<file path="src/rtl/regfile_wb_arbiter.sv">
// -----------------------------------------------------------------------------
// regfile_wb_arbiter
//
// Write-back arbiter and pending-write scoreboard for the integer register file.
// NUM_SRC producers request the single register-file write port. One request
// is granted per cycle, with round-robin priority. The winner is registered
// into a write stage that drives the register file. A per-register busy bit
// tracks results that have issued but are not yet written back, so issue logic
// can detect read-after-write hazards.
//
// Ports
//   clk          clock
//   reset        synchronous, active-high reset
//   req_valid    [NUM_SRC]              per-source write request valid
//   req_ready    [NUM_SRC]              one-hot grant (combinational from req_valid)
//   req_rd       [NUM_SRC*ADDR_WIDTH]   packed destination registers
//   req_data     [NUM_SRC*DATA_WIDTH]   packed write data
//   issue_valid  1                      an instruction writing issue_rd issued
//   issue_rd     [ADDR_WIDTH]           destination of the issued instruction
//   rf_we        1                      register file RegWrite
//   rf_rd        [ADDR_WIDTH]           register file rd
//   rf_wdata     [DATA_WIDTH]           register file write_data
//   grant_id     [$clog2(NUM_SRC)]      source of the current rf_* write
//   busy         [NUM_REGS]             bit r set while register r is pending
// -----------------------------------------------------------------------------
module regfile_wb_arbiter #(
    parameter int DATA_WIDTH = 64,
    parameter int ADDR_WIDTH = 5,
    parameter int NUM_REGS   = 32,
    parameter int NUM_SRC    = 2
) (
    input  logic                           clk,
    input  logic                           reset,
    input  logic [NUM_SRC-1:0]             req_valid,
    output logic [NUM_SRC-1:0]             req_ready,
    input  logic [NUM_SRC*ADDR_WIDTH-1:0]  req_rd,
    input  logic [NUM_SRC*DATA_WIDTH-1:0]  req_data,
    input  logic                           issue_valid,
    input  logic [ADDR_WIDTH-1:0]          issue_rd,
    output logic                           rf_we,
    output logic [ADDR_WIDTH-1:0]          rf_rd,
    output logic [DATA_WIDTH-1:0]          rf_wdata,
    output logic [$clog2(NUM_SRC)-1:0]     grant_id,
    output logic [NUM_REGS-1:0]            busy
);

    localparam int SRC_W = $clog2(NUM_SRC);

    // Round-robin pointer: the source that currently has the highest priority.
    logic [SRC_W-1:0]      ptr;

    logic                  gnt_found;
    logic [SRC_W-1:0]      gnt_idx;
    logic                  transfer;
    logic [ADDR_WIDTH-1:0] sel_rd;
    logic [DATA_WIDTH-1:0] sel_data;
    logic [NUM_REGS-1:0]   busy_next;
    int                    cand;

    // -------------------------------------------------------------------------
    // Arbitration: search from ptr upward and wrap modulo NUM_SRC. The wrap is
    // an explicit subtract, so NUM_SRC does not have to be a power of two.
    // -------------------------------------------------------------------------
    // NOTE: every variable assigned in an always_comb gets a default value
    // first. Otherwise a path that skips the assignment infers a latch.
    always_comb begin
        gnt_found = 1'b0;
        gnt_idx   = '0;
        cand      = 0;
        for (int k = 0; k < NUM_SRC; k++) begin
            cand = int'(ptr) + k;
            if (cand >= NUM_SRC)
                cand = cand - NUM_SRC;
            if (!gnt_found && req_valid[cand]) begin
                gnt_found = 1'b1;
                gnt_idx   = SRC_W'(cand);
            end
        end
    end

    // No grant is accepted while in reset. A request held across reset is
    // therefore discarded and must be re-presented afterwards.
    assign transfer = gnt_found && !reset;

    always_comb begin
        req_ready = '0;
        for (int i = 0; i < NUM_SRC; i++)
            req_ready[i] = transfer && (gnt_idx == SRC_W'(i));
    end

    // Select the winning request's payload.
    always_comb begin
        sel_rd   = '0;
        sel_data = '0;
        for (int i = 0; i < NUM_SRC; i++) begin
            if (gnt_idx == SRC_W'(i)) begin
                sel_rd   = req_rd[i*ADDR_WIDTH +: ADDR_WIDTH];
                sel_data = req_data[i*DATA_WIDTH +: DATA_WIDTH];
            end
        end
    end

    // -------------------------------------------------------------------------
    // Pointer update: after a grant to g, priority moves to g+1 (with wrap).
    // The pointer holds its value in idle cycles.
    // -------------------------------------------------------------------------
    // NOTE: sequential state uses non-blocking assignments only. All flops
    // then sample the values from before the edge, whatever order the blocks
    // run in.
    always_ff @(posedge clk) begin
        if (reset) begin
            ptr <= '0;
        end else if (transfer) begin
            if (gnt_idx == SRC_W'(NUM_SRC - 1))
                ptr <= '0;
            else
                ptr <= gnt_idx + SRC_W'(1);
        end
    end

    // -------------------------------------------------------------------------
    // Write stage. An rd==0 request is consumed but does not raise rf_we.
    // The payload registers hold their value when there is no transfer.
    // -------------------------------------------------------------------------
    always_ff @(posedge clk) begin
        if (reset) begin
            rf_we    <= 1'b0;
            rf_rd    <= '0;
            rf_wdata <= '0;
            grant_id <= '0;
        end else begin
            rf_we <= transfer && (sel_rd != '0);
            if (transfer) begin
                rf_rd    <= sel_rd;
                rf_wdata <= sel_data;
                grant_id <= gnt_idx;
            end
        end
    end

    // -------------------------------------------------------------------------
    // Scoreboard. The clear is applied first and the set second, so a new
    // producer issued in the same edge as a write-back to the same register
    // leaves that register busy. busy[0] is forced to zero.
    // -------------------------------------------------------------------------
    always_comb begin
        busy_next = busy;
        if (transfer && (sel_rd != '0))
            busy_next[sel_rd] = 1'b0;
        if (issue_valid && (issue_rd != '0))
            busy_next[issue_rd] = 1'b1;
        busy_next[0] = 1'b0;
    end

    // NOTE: busy is a flop vector, not a RAM. Resetting all of it costs
    // nothing and gives issue logic a known-clean scoreboard after reset.
    always_ff @(posedge clk) begin
        if (reset)
            busy <= '0;
        else
            busy <= busy_next;
    end

endmodule

</file>
<file path="config.mk">
export PLATFORM = sky130hd
export DESIGN_NAME = regfile_wb_arbiter
export DESIGN_NICKNAME = d
export VERILOG_FILES = /design/src/rtl/regfile_wb_arbiter.sv
export SDC_FILE = /design/constraint.sdc
export NUM_CORES = 1
export LEC_CHECK = 0
export CORE_AREA = 2 2 111 113
export CTS_CLUSTER_DIAMETER = 150
export DETAILED_ROUTE_END_ITERATION = 6
export DIE_AREA = 0 0 113 115
export GPL_ROUTABILITY_DRIVEN = 0
export GPL_TIMING_DRIVEN = 0
export PLACE_DENSITY_LB_ADDON = 0.25
export SETUP_SLACK_MARGIN = 0.15
export SYNTH_ARGS = -nofsm -noshare
export SYNTH_HDL_FRONTEND = slang
export SYNTH_SLANG_ARGS = --single-unit
</file>
<file path="constraint.sdc">
create_clock -name clk -period 2.6 [get_ports clk]
set_input_delay 0.78 -clock clk [delete_from_list [all_inputs] [get_ports clk]]
set_output_delay 0.78 -clock clk [all_outputs]
set_load 0.005 [all_outputs]
</file>
==> Yosys cells after proc, flatten, opt, wreduce, memory -nomap -nowiden <==
Index checks and enable logic that the tools add are counted.
{ "totals": {"regBits": 104, "inputBits": 148} }
{ "classes": {"n_mux": 21, "n_lt_le_gt_ge": 8, "reduce_logical": 12, "n_bitwise": 4, "addsub": 4} }
{ "ops": {"columns": ["operator", "count"], "rows": [
  ["2-to-1 mux 32 bit", 4],
  ["less-than comparator 32 x 3 -> 1 bit (second input constant)", 2],
  ["2-to-1 mux 64 bit", 1],
  ["bitwise AND 32 bit", 1],
  ["NOT 32 bit", 1],
  ["bitwise OR 32 bit", 1],
  ["2-to-1 mux 1 bit", 13],
  ["less-than comparator 5 x 6 -> 1 bit (second input constant)", 2],
  ["demux 1 bit (select 5 bit)", 2],
  [">= comparator 5 x 1 -> 1 bit (second input constant)", 2],
  ["nonzero test 5 bit", 2],
  ["logical AND 1 bit", 8],
  ["2-to-1 mux 5 bit", 1],
  ["subtractor 1 x 2 -> 3 bit (second input constant)", 1],
  ["subtractor 2 x 2 -> 3 bit (second input constant)", 1],
  ["adder 1 x 1 -> 2 bit (second input constant)", 1],
  [">= comparator 1 x 2 -> 1 bit (second input constant)", 1],
  [">= comparator 2 bit (second input constant)", 1],
  ["logical NOT 1 bit", 2],
  ["adder 1 bit (second input constant)", 1],
  ["NOT 1 bit", 1]
]} }

==> Logic depth before layout (Yosys ltp) <==
{ "logic_depth": {"ltp_word": 19, "mapped_depth": 8, "mapped_depth_nobuf": 4} }

==> Worst setup path after synthesis <==
No wires, ideal clock.
{ "synth_timing": {"kind": "input to output", "startpoint": "in reset", "endpoint": "out req_ready[1]", "stages": 4, "setup_slack_ns": 0.153, "path_buffers": 3, "arrival_time_ns": 1.667, "path_cell_list": "clkbuf_1 clkbuf_1 clkbuf_1 nor2_1"} }
{ "synth_between": {"elab_chain_cells": 3} }
{ "synth_lines": {"columns": ["item", "line", "source"], "rows": [
  ["start: declaration", "33", "input logic reset,"],
  ["logical NOT 1 bit", "83", "assign transfer = gnt_found && !reset;"],
  ["logical AND 1 bit", "83", null],
  ["logical AND 1 bit", "88", "req_ready[i] = transfer && (gnt_idx == SRC_W'(i));"],
  ["end: declaration", "35", "output logic [NUM_SRC-1:0] req_ready,"]
]} }
Every way passes these cells.

==> Worst setup path after layout <==
{ "layout_timing": {"startpoint": "in req_valid[1]", "endpoint": "reg busy[27]"} }
{ "layout_between": {"elab_chain_cells": 17} }
{ "layout_lines": {"columns": ["item", "line", "source"], "rows": [
  ["start: declaration", "34", "input logic [NUM_SRC-1:0] req_valid,"],
  ["2-to-1 mux 1 bit (implied by the code) (3 in a row)", "74", "if (!gnt_found && req_valid[cand]) begin"],
  ["2-to-1 mux 1 bit", "74", null],
  ["logical NOT 1 bit", "74", null],
  ["logical AND 1 bit", "74", null],
  ["2-to-1 mux 1 bit", "74", null],
  ["2-to-1 mux 5 bit", "96", "if (gnt_idx == SRC_W'(i)) begin"],
  ["less-than comparator 5 x 6 -> 1 bit (implied by the code) or >= comparator 5 x 1 -> 1 bit (tied branches)", "149", "busy_next[sel_rd] = 1'b0;"],
  ["logical AND 1 bit (implied by the code)", "149", null],
  ["2-to-1 mux 1 bit (implied by the code)", "149", null],
  ["demux 1 bit (select 5 bit)", "149", null],
  ["NOT 32 bit (no source line)", null, null],
  ["bitwise AND 32 bit (no source line)", null, null],
  ["2-to-1 mux 32 bit *", "148", "if (transfer && (sel_rd != '0))"],
  ["bitwise OR 32 bit (no source line)", null, null],
  ["2-to-1 mux 32 bit *", "150", "if (issue_valid && (issue_rd != '0))"],
  ["end signal: assignment", "161", "busy <= busy_next;"],
  ["end: declaration", "44", "output logic [NUM_REGS-1:0] busy"]
]} }
Mark *: on every way between the ends. The rest lies on a longest branch, timed or not. The select of a mux whose other input is x is not followed.
A chain may end at the register's enable or synchronous reset.

==> run metrics <==
Worst Skew 8.29 ps; RSZ-0062 raised after global routing yes; # IOs 253; CTS tree built; largest net degree at the start of global routing 16; synth-to-layout area growth 70.8%; Slew @ Worst Pin 944 ps; die height 115 µm; fmax 386 MHz; r2r startpoint ptr; failing checks DRC; CP Launch Point req_valid[1]; Routed Antenna Nets 0; # clock sinks 103; hold_sp busy[27]; critical path's slowest cell a222oi_1; Crit Path Max Fanout 9; post-synth top area share 46.7%; Mapped Nets 641; dpl hpwl 13,700 µm; asr flop ratio synth 0%; total power 3.93 mW; Inserted Diodes 0; Clock Tree Root clkbuf_16; initial core utilization 37.4%; DRT iter0 DRCs 581; Worst path max stage delay 560 ps; commonest non-fill, non-tap cell in the layout clkdlybuf4s50_1; H-tree depth 3; worst min path class reg -> reg; Post-DP Area 0.00705 mm²; drt wl/cell 20.4 µm; critical path's top delay family buffers and inverters; Final Util 63.9%; minimum clock period 2590 ps; Final Hold Slack 476 ps; Synth area leader dfxtp_1; Clock Pin Slew Worst Setup and Hold Paths 60 ps; Die ar. 0.0130 mm²; R2R Path End busy[27]; setup violators final 0; Crit Path Class in -> reg; Max Slew Vio Count 0; vias in the first global route 5,558; R2R setup slack 150 ps; Site Rows 40; CP endpoint kind flop; R2R cell count 14; static leakage 2.68 nW; CP cell instances buf_6 > a21oi_4 > buf_6 > buf_4 > buf_4 > buf_4 > buf_4 > buf_4 > buf_4 > buf_4 > buf_4 > buf_6 > nand3_4 > a222oi_1 > o21ai_1; CTS hold repair buffers 0; layout cells sized above 1 7.43%; FF+latch count, synth 103; clock latency on the worst-skew pair 350 ps; initial antenna violation count 0; most frequent cells in the layout clkdlybuf4s50_1, dfxtp_1, nor2_1, a222oi_1, nand2_1; Worst VDD drop 300 µV; most used cell, CP buf_4; Arr. time, crit path 2810 ps; Nets 910; DR vias 5,514; Syn Area/Cell 8.96 µm²; part of the cycle the worst path needs 99.8%; Post-Route WL 18,600 µm; Port Buffers 245; CP Data Required Time 2810 ps; worst hold path depth 2; main flop type after synthesis dfxtp_1; detailed-router iteration count before antenna repair 7; GR Overflow Total 0; die width 113 µm; core area 0.0118 mm²; design area 0.00754 mm²; Post-synth EDFFs 0; Max Cap Violations 0; post-route DRC violation count 10; Slew HR 36.6%; clock buffer depth 2; hold path endpoint busy[27]; synthesized cell area 0.00442 mm²; status finished, violations left; Startpoint Class input pin; main area contributors after synthesis dfxtp_1, a222oi_1, nor2_1, nand2_1, clkbuf_1; Num CTS Buffers 9; Syn Inst Count 493; post-synth cell types 48; All-Layer GR Usage 27.9%; Buf/Inv on CP 11; register area share after synthesis 46.7%; synth warn 0; post-DR vias/cell 6.03; PD cells 521 mW/mm²; global-route wire length before repair 28,600 µm; endpoints failing hold 0
[where the power goes]
part,switching [mW],internal [mW]
Combinational,0.353,0.490
Sequential,0.0590,1.67
Clock,0.592,0.769
Total,1.00,2.93
[layer usage]
layer  GRT usage (%)  share of wire (%)
met4            14.6                4.6
met5               0                  0
met3            8.33                9.6
met2            48.1                 50
met1            31.1                 36
[metrics by stage]
| step | setup TNS (ps) | std cells | worst slack (ps) |
|---|---|---|---|
| final | 0 | 914 | 6.46 |
| after global routing | 0 | 914 | 55.3 |
| after CTS | 0 | 912 | 142 |
| after detailed placement | -20770 | 885 | -1390 |
| after global placement | -19830 | 885 | -1420 |
| after floorplan | 0 | 493 | 153 |
[state kept, by name, indices dropped and copies added (netlist names)]
name and count:
rf_rd 5, busy 31, rf_wdata 64, rf_we 1
ptr 1, grant_id 1
[what timing repair did]
action | in CTS | in global routing
setup endpoints to repair | 61 | 11
setup buffers | 11 | 2
pin swaps | 2 | 6
gates resized for setup | 29 | 17
[how the worst max path moves through the flow]
stage | endpoint | slack, ps | cells after the start
2_1_floorplan | req_ready[1] | 150 | 4
3_3_place_gp | req_ready[1] | -1420 | 6
3_5_place_dp | req_ready[1] | -1390 | 6
4_1_cts | busy[19] | 140 | 15
5_1_grt | busy[27] | 60 | 15
6_report | busy[27] | 6 | 15
[logic make-up after synthesis]
logic type | after synthesis | share of synthesized area, %
AOI/OAI and AO/OA | 145 | 28.2
buffers and inverters | 59 | 5.67
DFF | 103 | 46.7
other | 1 | 0.0849
and+or+nand+nor | 185 | 19.3
[final cells by class]
class,count,area [µm²]
buffer,49,275
tap,147,184
sequential,103,2060
timing repair buffer,258,2550
fill,1008,4270
multi-input combinational,331,2140
inverter,10,37.5
clock buffer,12,246
clock inverter,4,45.0
[worst reg2reg max path, cell delays in order (launching register included)]
cell and delay, ps:
dfxtp_2 370, a21oi_4 180, buf_6 110, buf_4 90
buf_4 90, buf_4 100, buf_4 100, buf_4 90
buf_4 90, buf_4 90, buf_4 100, buf_6 100
nand3_4 100, a222oi_1 560, o21ai_1 140
[synthesized netlist by cell type, types with 2 or more instances]
master and n:
nand3_1 4, a221o_1 4, and3_1 2, buf_6 2, buf_4 2, nor2_1 80, o21ai_1 2, nor2b_1 3
a211oi_1 2, inv_1 9, o2111ai_1 2, a32o_1 4, buf_1 6, nand4_1 9, or3_1 5, nand2b_1 5
nor3_1 5, and2_1 2, a311oi_1 6, buf_2 5, a222oi_1 71, o311ai_0 6, nor3b_1 3, a221oi_1 10
nand4b_1 3, o21ai_0 22, a211o_1 2, a21oi_1 5, dfxtp_1 103, clkbuf_1 34, a31oi_1 4, or4_1 2
nand2_1 54
Power figures use the tool's default switching activity.
